<file path="config.mk">
export PLATFORM = sky130hd
export DESIGN_NAME = spi_master_param
export DESIGN_NICKNAME = d
export VERILOG_FILES = /design/src/rtl/spi_master_param.sv
export SDC_FILE = /design/constraint.sdc
export NUM_CORES = 1
export LEC_CHECK = 0
export ABC_AREA = 1
export CAP_MARGIN = 40
export CORE_MARGIN = 2
export CORE_UTILIZATION = 54
export DETAILED_ROUTE_END_ITERATION = 16
export PLACE_DENSITY = 0.79
export SLEW_MARGIN = 40
export SYNTH_ARGS = -nofsm -noshare
export SYNTH_HDL_FRONTEND = slang
export SYNTH_SLANG_ARGS = --single-unit
</file>
<file path="constraint.sdc">
create_clock -name clk -period 1.72 [get_ports clk]
set_input_delay 0.344 -clock clk [delete_from_list [all_inputs] [get_ports clk]]
set_output_delay 0.344 -clock clk [all_outputs]
set_load 0.02 [all_outputs]
</file>
<file path="src/rtl/spi_master_param.sv">
// spi_master_param: parametrised SPI master. One transaction is a single frame of
// 1 + ADDR_W + DATA_W bits (R/W, address, data; MSB first) under one chip select.
// Completion is signalled by a one-cycle DONE pulse.
//
// Ports:
//   clk      system clock, rising edge
//   reset    synchronous active-low reset
//   EN       start request, sampled while BUSY=0 (and in the DONE cycle)
//   RW       1=read, 0=write (latched at start)
//   mode     {CPOL,CPHA} (latched at start)
//   sel      chip-select index (latched at start)
//   addres   address (latched at start)
//   dataIN   write data (latched at start)
//   dataOUT  last word read
//   DONE     one-cycle completion pulse
//   BUSY     transfer in progress
//   SCLK     serial clock
//   MOSI     serial data out
//   MISO     serial data in (caller guarantees it is synchronous to clk)
//   CS       active-low chip selects, one-hot-low while a frame is on the bus
module spi_master_param #(
   parameter int unsigned DATA_W  = 8,
   parameter int unsigned ADDR_W  = 8,
   parameter int unsigned CLK_DIV = 4,
   parameter int unsigned SEL_W   = 1
) (
   input  logic                  clk,
   input  logic                  reset,
   input  logic                  EN,
   input  logic                  RW,
   input  logic [1:0]            mode,
   input  logic [SEL_W-1:0]      sel,
   input  logic [ADDR_W-1:0]     addres,
   input  logic [DATA_W-1:0]     dataIN,
   output logic [DATA_W-1:0]     dataOUT,
   output logic                  DONE,
   output logic                  BUSY,
   output logic                  SCLK,
   output logic                  MOSI,
   input  logic                  MISO,
   output logic [2**SEL_W-1:0]   CS
);

   localparam int unsigned NCs    = 2 ** SEL_W;
   localparam int unsigned FrameW = 1 + ADDR_W + DATA_W;
   localparam int unsigned HalfW  = $clog2(2 * FrameW);
   localparam int unsigned CntW   = (CLK_DIV > 1) ? $clog2(CLK_DIV) : 1;

   localparam logic [CntW-1:0]  CntLast  = CntW'(CLK_DIV - 1);
   localparam logic [HalfW-1:0] HalfLast = HalfW'(2 * FrameW - 1);

   typedef enum logic [2:0] {StIdle, StSetup, StShift, StHold, StFinish} state_e;

   state_e              state_q;
   logic [CntW-1:0]     cnt_q;
   logic [HalfW-1:0]    half_q;
   logic [FrameW-1:0]   tx_q;     // bits still to be driven, MSB next
   logic [DATA_W-1:0]   rx_q;
   logic [DATA_W-1:0]   dout_q;
   logic                rw_q;
   logic                cpol_q;
   logic                cpha_q;
   logic                sclk_q;
   logic                mosi_q;
   logic                done_q;
   logic                busy_q;
   logic [NCs-1:0]      cs_q;

   logic [FrameW-1:0]   frame_in;
   logic [FrameW-1:0]   tx_shift;
   logic [DATA_W-1:0]   rx_shift;
   logic [HalfW-1:0]    half_nxt;
   logic                sample_nxt;

   always_comb begin
      // Reads drive all-ones through the data phase.
      frame_in   = {RW, addres, RW ? {DATA_W{1'b1}} : dataIN};
      tx_shift   = FrameW'({tx_q, 1'b1});
      rx_shift   = DATA_W'({rx_q, MISO});
      half_nxt   = half_q + 1'b1;
      // Even half-periods open with a leading edge. CPHA=0 samples on leading
      // edges, CPHA=1 on trailing; the other edge type advances MOSI.
      sample_nxt = (~half_nxt[0]) ^ cpha_q;
   end

   always_ff @(posedge clk) begin
      if (!reset) begin
         state_q <= StIdle;
         cnt_q   <= '0;
         half_q  <= '0;
         tx_q    <= '1;
         rx_q    <= '0;
         dout_q  <= '0;
         rw_q    <= 1'b0;
         cpol_q  <= 1'b0;
         cpha_q  <= 1'b0;
         sclk_q  <= 1'b0;
         mosi_q  <= 1'b1;
         done_q  <= 1'b0;
         busy_q  <= 1'b0;
         cs_q    <= '1;
      end else begin
         done_q <= 1'b0;
         unique case (state_q)
            StIdle, StFinish: begin
               if (EN) begin
                  state_q <= StSetup;
                  cnt_q   <= '0;
                  rw_q    <= RW;
                  cpol_q  <= mode[1];
                  cpha_q  <= mode[0];
                  sclk_q  <= mode[1];
                  mosi_q  <= RW;
                  tx_q    <= FrameW'({frame_in, 1'b1});
                  busy_q  <= 1'b1;
                  cs_q    <= ~(NCs'(1) << sel);
               end else begin
                  state_q <= StIdle;
               end
            end
            StSetup: begin
               if (cnt_q == CntLast) begin
                  // First leading edge; MOSI already carries bit 0.
                  state_q <= StShift;
                  cnt_q   <= '0;
                  half_q  <= '0;
                  sclk_q  <= ~cpol_q;
                  if (!cpha_q) begin
                     rx_q <= rx_shift;
                  end
               end else begin
                  cnt_q <= cnt_q + 1'b1;
               end
            end
            StShift: begin
               if (cnt_q == CntLast) begin
                  cnt_q <= '0;
                  if (half_q == HalfLast) begin
                     // SCLK is back at CPOL after the final trailing edge.
                     state_q <= StHold;
                  end else begin
                     half_q <= half_nxt;
                     sclk_q <= ~sclk_q;
                     if (sample_nxt) begin
                        rx_q <= rx_shift;
                     end else begin
                        mosi_q <= tx_q[FrameW-1];
                        tx_q   <= tx_shift;
                     end
                  end
               end else begin
                  cnt_q <= cnt_q + 1'b1;
               end
            end
            StHold: begin
               if (cnt_q == CntLast) begin
                  state_q <= StFinish;
                  cnt_q   <= '0;
                  done_q  <= 1'b1;
                  busy_q  <= 1'b0;
                  cs_q    <= '1;
                  mosi_q  <= 1'b1;
                  if (rw_q) begin
                     dout_q <= rx_q;
                  end
               end else begin
                  cnt_q <= cnt_q + 1'b1;
               end
            end
            default: state_q <= StIdle;
         endcase
      end
   end

   assign dataOUT = dout_q;
   assign DONE    = done_q;
   assign BUSY    = busy_q;
   assign SCLK    = sclk_q;
   assign MOSI    = mosi_q;
   assign CS      = cs_q;

endmodule

</file>
# Word-level counts from Yosys, hierarchy flattened

Index checks and enable logic that the tools add are counted.

ROM bits: 0
Register bits after elaboration: 53
Output and inout bits: 14
Bits in writable memories: 0
Bits in latches: 0
Memories kept: 0

Reductions and logical operators: 20
Shifts and indexed selects: 1
$lt $le $gt $ge: 0
Divide/modulo/power cells: 0
Eq/ne operators: 15
Bitwise gates (word level): 5
Muxes and demuxes: 43
$add $sub $neg: 2
Multipliers: 0

Operator list:

| operator                                      | number |
|---|---|
| two-way mux 17 bit                            | 4 |
| two-way mux 8 bit                             | 6 |
| case mux 17 bit (2 select lines)              | 1 |
| two-way mux 6 bit                             | 3 |
| inequality test 2 bit, second input constant  | 9 |
| case mux 8 bit (2 select lines)               | 1 |
| two-way mux 1 bit                             | 13 |
| two-way mux 3 bit                             | 4 |
| case mux 3 bit (4 select lines)               | 1 |
| case mux 6 bit (2 select lines)               | 1 |
| AND reduction 6 bit                           | 2 |
| AND reduction 5 bit                           | 2 |
| two-way mux 2 bit                             | 4 |
| case mux 2 bit (2 select lines)               | 2 |
| AND reduction 4 bit                           | 2 |
| nonzero test 2 bit                            | 4 |
| adder 6 x 1 -> 6 bit, second input constant   | 1 |
| == test 3 x 2 -> 1 bit, second input constant | 2 |
| == test 6 bit, second input constant          | 1 |
| case mux 1 bit (3 select lines)               | 2 |
| AND reduction 2 bit                           | 3 |
| AND reduction 3 bit                           | 2 |
| nonzero test 3 bit                            | 2 |
| == test 3 x 1 -> 1 bit, second input constant | 1 |
| 11 further kinds                              | 13 |

# Logic depth before layout (Yosys ltp)

Word-level depth: 7
Gate-level depth with buffers: 11

# Least setup slack after synthesis

Ideal clock, no wire load.

Kind: register -> register
From: register cnt_q[0]
To: register tx_q[10]
Required time: 1.586 ns
Path buffers: 1
Stages on the path, launching flop included: 8
Setup slack: 0.287 ns
Data arrival time: 1.300 ns
Clock period less this slack: 1.433 ns
Cells stage by stage: dfxtp_1 > ha_1 > nand3_1 > nand2_2 > nand4_4 > buf_4 > nand2_1 > nand3_1

Cells in the longest elaborated chain, start to end: 3

Ends and longest elaborated chain:

| what                            | RTL line | RTL |
|---|---|---|
| from (decl)                     | 55       | `logic [CntW-1:0] cnt_q;` |
| from (signal assigned)          | 132      | `cnt_q <= cnt_q + 1'b1;` |
| from (signal assigned)          | 152      | `cnt_q <= cnt_q + 1'b1;` |
| from (signal assigned)          | 167      | `cnt_q <= cnt_q + 1'b1;` |
| == test 2 bit                   | 136      | `if (cnt_q == CntLast) begin` |
| inequality test 2 bit (no line) | n/a      |  |
| AND reduction 5 bit (no line)   | n/a      |  |
| to (signal assigned)            | 114      | `tx_q <= FrameW'({frame_in, 1'b1});` |
| to (signal assigned)            | 148      | `tx_q <= tx_shift;` |
| to (decl)                       | 57       | `logic [FrameW-1:0] tx_q;` |

No other way between the ends.
A chain may end at the register's enable or synchronous reset.

# Worst setup path after layout

From: register sclk_q, in the netlist SCLK
To: output port SCLK

RTL lines:

| what                   | RTL line | RTL |
|---|---|---|
| from (decl)            | 63       | `logic sclk_q;` |
| from (signal assigned) | 112      | `sclk_q <= mode[1];` |
| from (signal assigned) | 127      | `sclk_q <= ~cpol_q;` |
| from (signal assigned) | 143      | `sclk_q <= ~sclk_q;` |
| to (decl)              | 38       | `output logic SCLK,` |

No word-level cell between the ends.

==> qor.yml <==
synth_top_cell_by_area: "dfxtp_1"
clockBufferDepth: 2
synth_fa_ha_area_frac: 0.0144
endpoint: "SCLK"
place.gp.congestion: 0.806
crit_cells: 1
cts_tree: "built"
crit_fanout: 3
vias: 2483
crit_arrival_ns: 1.30
busiest_layer: "met2"
grt_use_met2: 0.394
leakage_nw: 1.42
synthMuxAreaShare: 0
synth_cells: 373
cts.sinks: 52
place_hpwl_microns: 3910
cts_inserted_buffers: 5
grt_pass1_vias: 2335
grt_use_met3: 0.0398
final_util: 0.681
cp_slowest_stage_delay_ns: 0.62
ff2ff_path_depth: 8
synth_xor_area_frac: 0.0101
tightestPinTransition_ns: 0.390
initial_utilization: 0.557
holdWs_ns: 0.464
reg2reg_slack_ns: 0.13
layout-drive-gt1-share: 0.121
syn_avg_cell_area_sq_um: 7.00
yosysUniqueCellTypes: 28
peakVddDrop_mv: 1.12
nNetsFinal: 440
final_common_cell: "nand2_1"
skew_ns: 0.00441
path_cells: "clkdlybuf4s50_1"
synth_compound_area_frac: 0.0747
grt_pass1_wl_microns: 10000
drt_iter0_markers: 130
clk_latency_ns: 0.30
synth_seq_area_share: 0.399
synth-seq-cells: 52
maxCapViolCount: 0
io_pins: 38
portBuffers: 37
drt-pass1-iter-count: 4
cp_num_buf_inv: 1
synth_warnings: 0
synth_area_leaders: "dfxtp_1 40%, nand2_1 15%, nand3_1 7.5%"
r2r-start: "state_q[1]$_SDFFE_PN0P_"
ant_nets: 0
die_area_sq_um: 5410
die_h_microns: 73.5
critical_path_class: "reg -> out"
mappedNetlistArea_sq_um: 2610
critPathLaunchType: "flop"
pwr_density_cell_nw_per_um2: 1530
timing.final.crit_share: 0.953
synth_nets: 400
wirelength_microns: 5730
fillers: 409
cts_root_buf: "clkbuf_8"
slew_violations: 0
max_freq_ghz: 0.610
grt_max_degree: 46
hold_class: "reg -> reg"
track_usage: 0.235
required_ns: 1.38
final_cell_mix: "107 x nand2_1, 51 x dfxtp_1, 39 x nand3_1"
vias_per_cell: 5.31
slew_headroom: 0.740
area_delta_synth_final_pct: 22.3
antenna_found_initial: 0
grt_setup_unrepaired: "false"
antennaDiodeCount: 0
reg2reg_to: "rx_q[4]$_SDFFE_PN0P_"
synth-simple-area-share: 0.414
cts_setup_buffers: 0
crit_family: "buffers and inverters"
cts-htree-levels: 2
cp_slowest_cell: "clkdlybuf4s50_1"
yosysTopAreaCellShare: 0.399
crit_start: "SCLK$_SDFFE_PN0P_"
route.detailed.drc: 0
rows: 25
period_needed_ns: 1.64
clk_pin_slew_ns: 0.09
status: "completed"
wl_per_cell_microns: 12.2
synth_top_family_by_area: "simple AND/OR/NAND/NOR gates"
gr-total-overflow: 0
die_w_microns: 73.5
met1_usage: 0.301
finalSetupViolCount: 0
core_area_sq_um: 4690
cp-end-kind: "output port"
finalHoldViolCount: 0
## registers in the layout (all words and copies together), names as in the netlist
signal	flops
dataOUT	8
rw_q	1
MOSI	1
state_q	3
SCLK	1
BUSY	1
half_q	6
cpha_q	1
cpol_q	1
cnt_q	2
rx_q	8
DONE	1
tx_q	16
CS	2
## how the worst min path moves through the flow
stage                              start                   end  cells past startpoint
global placement     cpol_q$_SDFFE_PN0P_   cpol_q$_SDFFE_PN0P_                      2
detailed placement   cpol_q$_SDFFE_PN0P_   cpol_q$_SDFFE_PN0P_                      2
CTS                  cpol_q$_SDFFE_PN0P_   cpol_q$_SDFFE_PN0P_                      2
finish               cpol_q$_SDFFE_PN0P_   cpol_q$_SDFFE_PN0P_                      2
floorplan            cpol_q$_SDFFE_PN0P_   cpol_q$_SDFFE_PN0P_                      2
global route        rx_q[3]$_SDFFE_PN0P_  rx_q[3]$_SDFFE_PN0P_                      2
## where the power goes
group	total (mW)	internal (mW)	switching, mW
clock	0.913	0.514	0.400
combinational	2.28	0.880	1.40
sequential	1.71	1.52	0.193
total	4.90	2.91	1.99
## Yosys cell counts (all sizes together)
master	count
a21oi	19
buf	13
clkbuf	4
dfxtp	52
ha	3
inv	32
nand2	112
nand3	41
nand4	19
nor2	47
nor3	1
o211ai	1
o21ai	17
o31ai	1
or2	8
xor2	3
## per-stage QoR
stage	cell area [sq um]	TNS [ns]	setup WS (ns)	instances	total power, mW
CTS	3190	0	0.0631	468	4.91
finish	3190	0	0.0801	468	4.90
floorplan	2610	0	0.287	373	3.44
global placement	3060	-0.154	-0.0144	460	3.92
detailed placement	3060	-0.736	-0.0680	460	3.97
global route	3190	0	0.0161	468	5.32
## metal layers
| layer | vias up | share of wire |
|---|---|---|
| met3 | 8 | 0.038 |
| met4 | 0 | 0.015 |
| li1 | 1282 | - |
| met2 | 53 | 0.47 |
| met5 | - | 0 |
| met1 | 1140 | 0.47 |
## logic make-up (layout without fill, tap and decap cells)
family / after synthesis / count (layout)
simple gates: 228 / 228
flops: 52 / 52
buf+inv: 49 / 90
compound gates: 38 / 38
fa+ha+maj: 3 / 3
xor+xnor: 3 / 3
## cell type report
cell class / count / area (sq um) / share of cell area
clock buffer: 7 / 96.3 / 0.0302
sequential: 52 / 1040 / 0.326
clock inverter: 1 / 30.0 / 0.00940
timing repair buffer: 50 / 493 / 0.154
inverter: 32 / 120 / 0.0376
tap: 54 / 67.6 / 0.0212
multi-input combinational: 272 / 1350 / 0.421
## worst register-to-register path, cell delays in order, from the launching register on
cell     delay [ns]
dfxtp_1        0.46
inv_2          0.09
nor2_4         0.17
nand2_4        0.08
buf_4          0.17
o21ai_1        0.25
nor2_4         0.11
nor2_1         0.11
nor2_1         0.06
## timing repair
| action | CTS | global route |
|---|---|---|
| hold buffers | 0 | 0 |
| setup endpoints to repair | 17 | 8 |
| pin swaps | 0 | 0 |
| resized for setup | 1 | 1 |
Note: power is estimated with default switching activity, not from simulation.
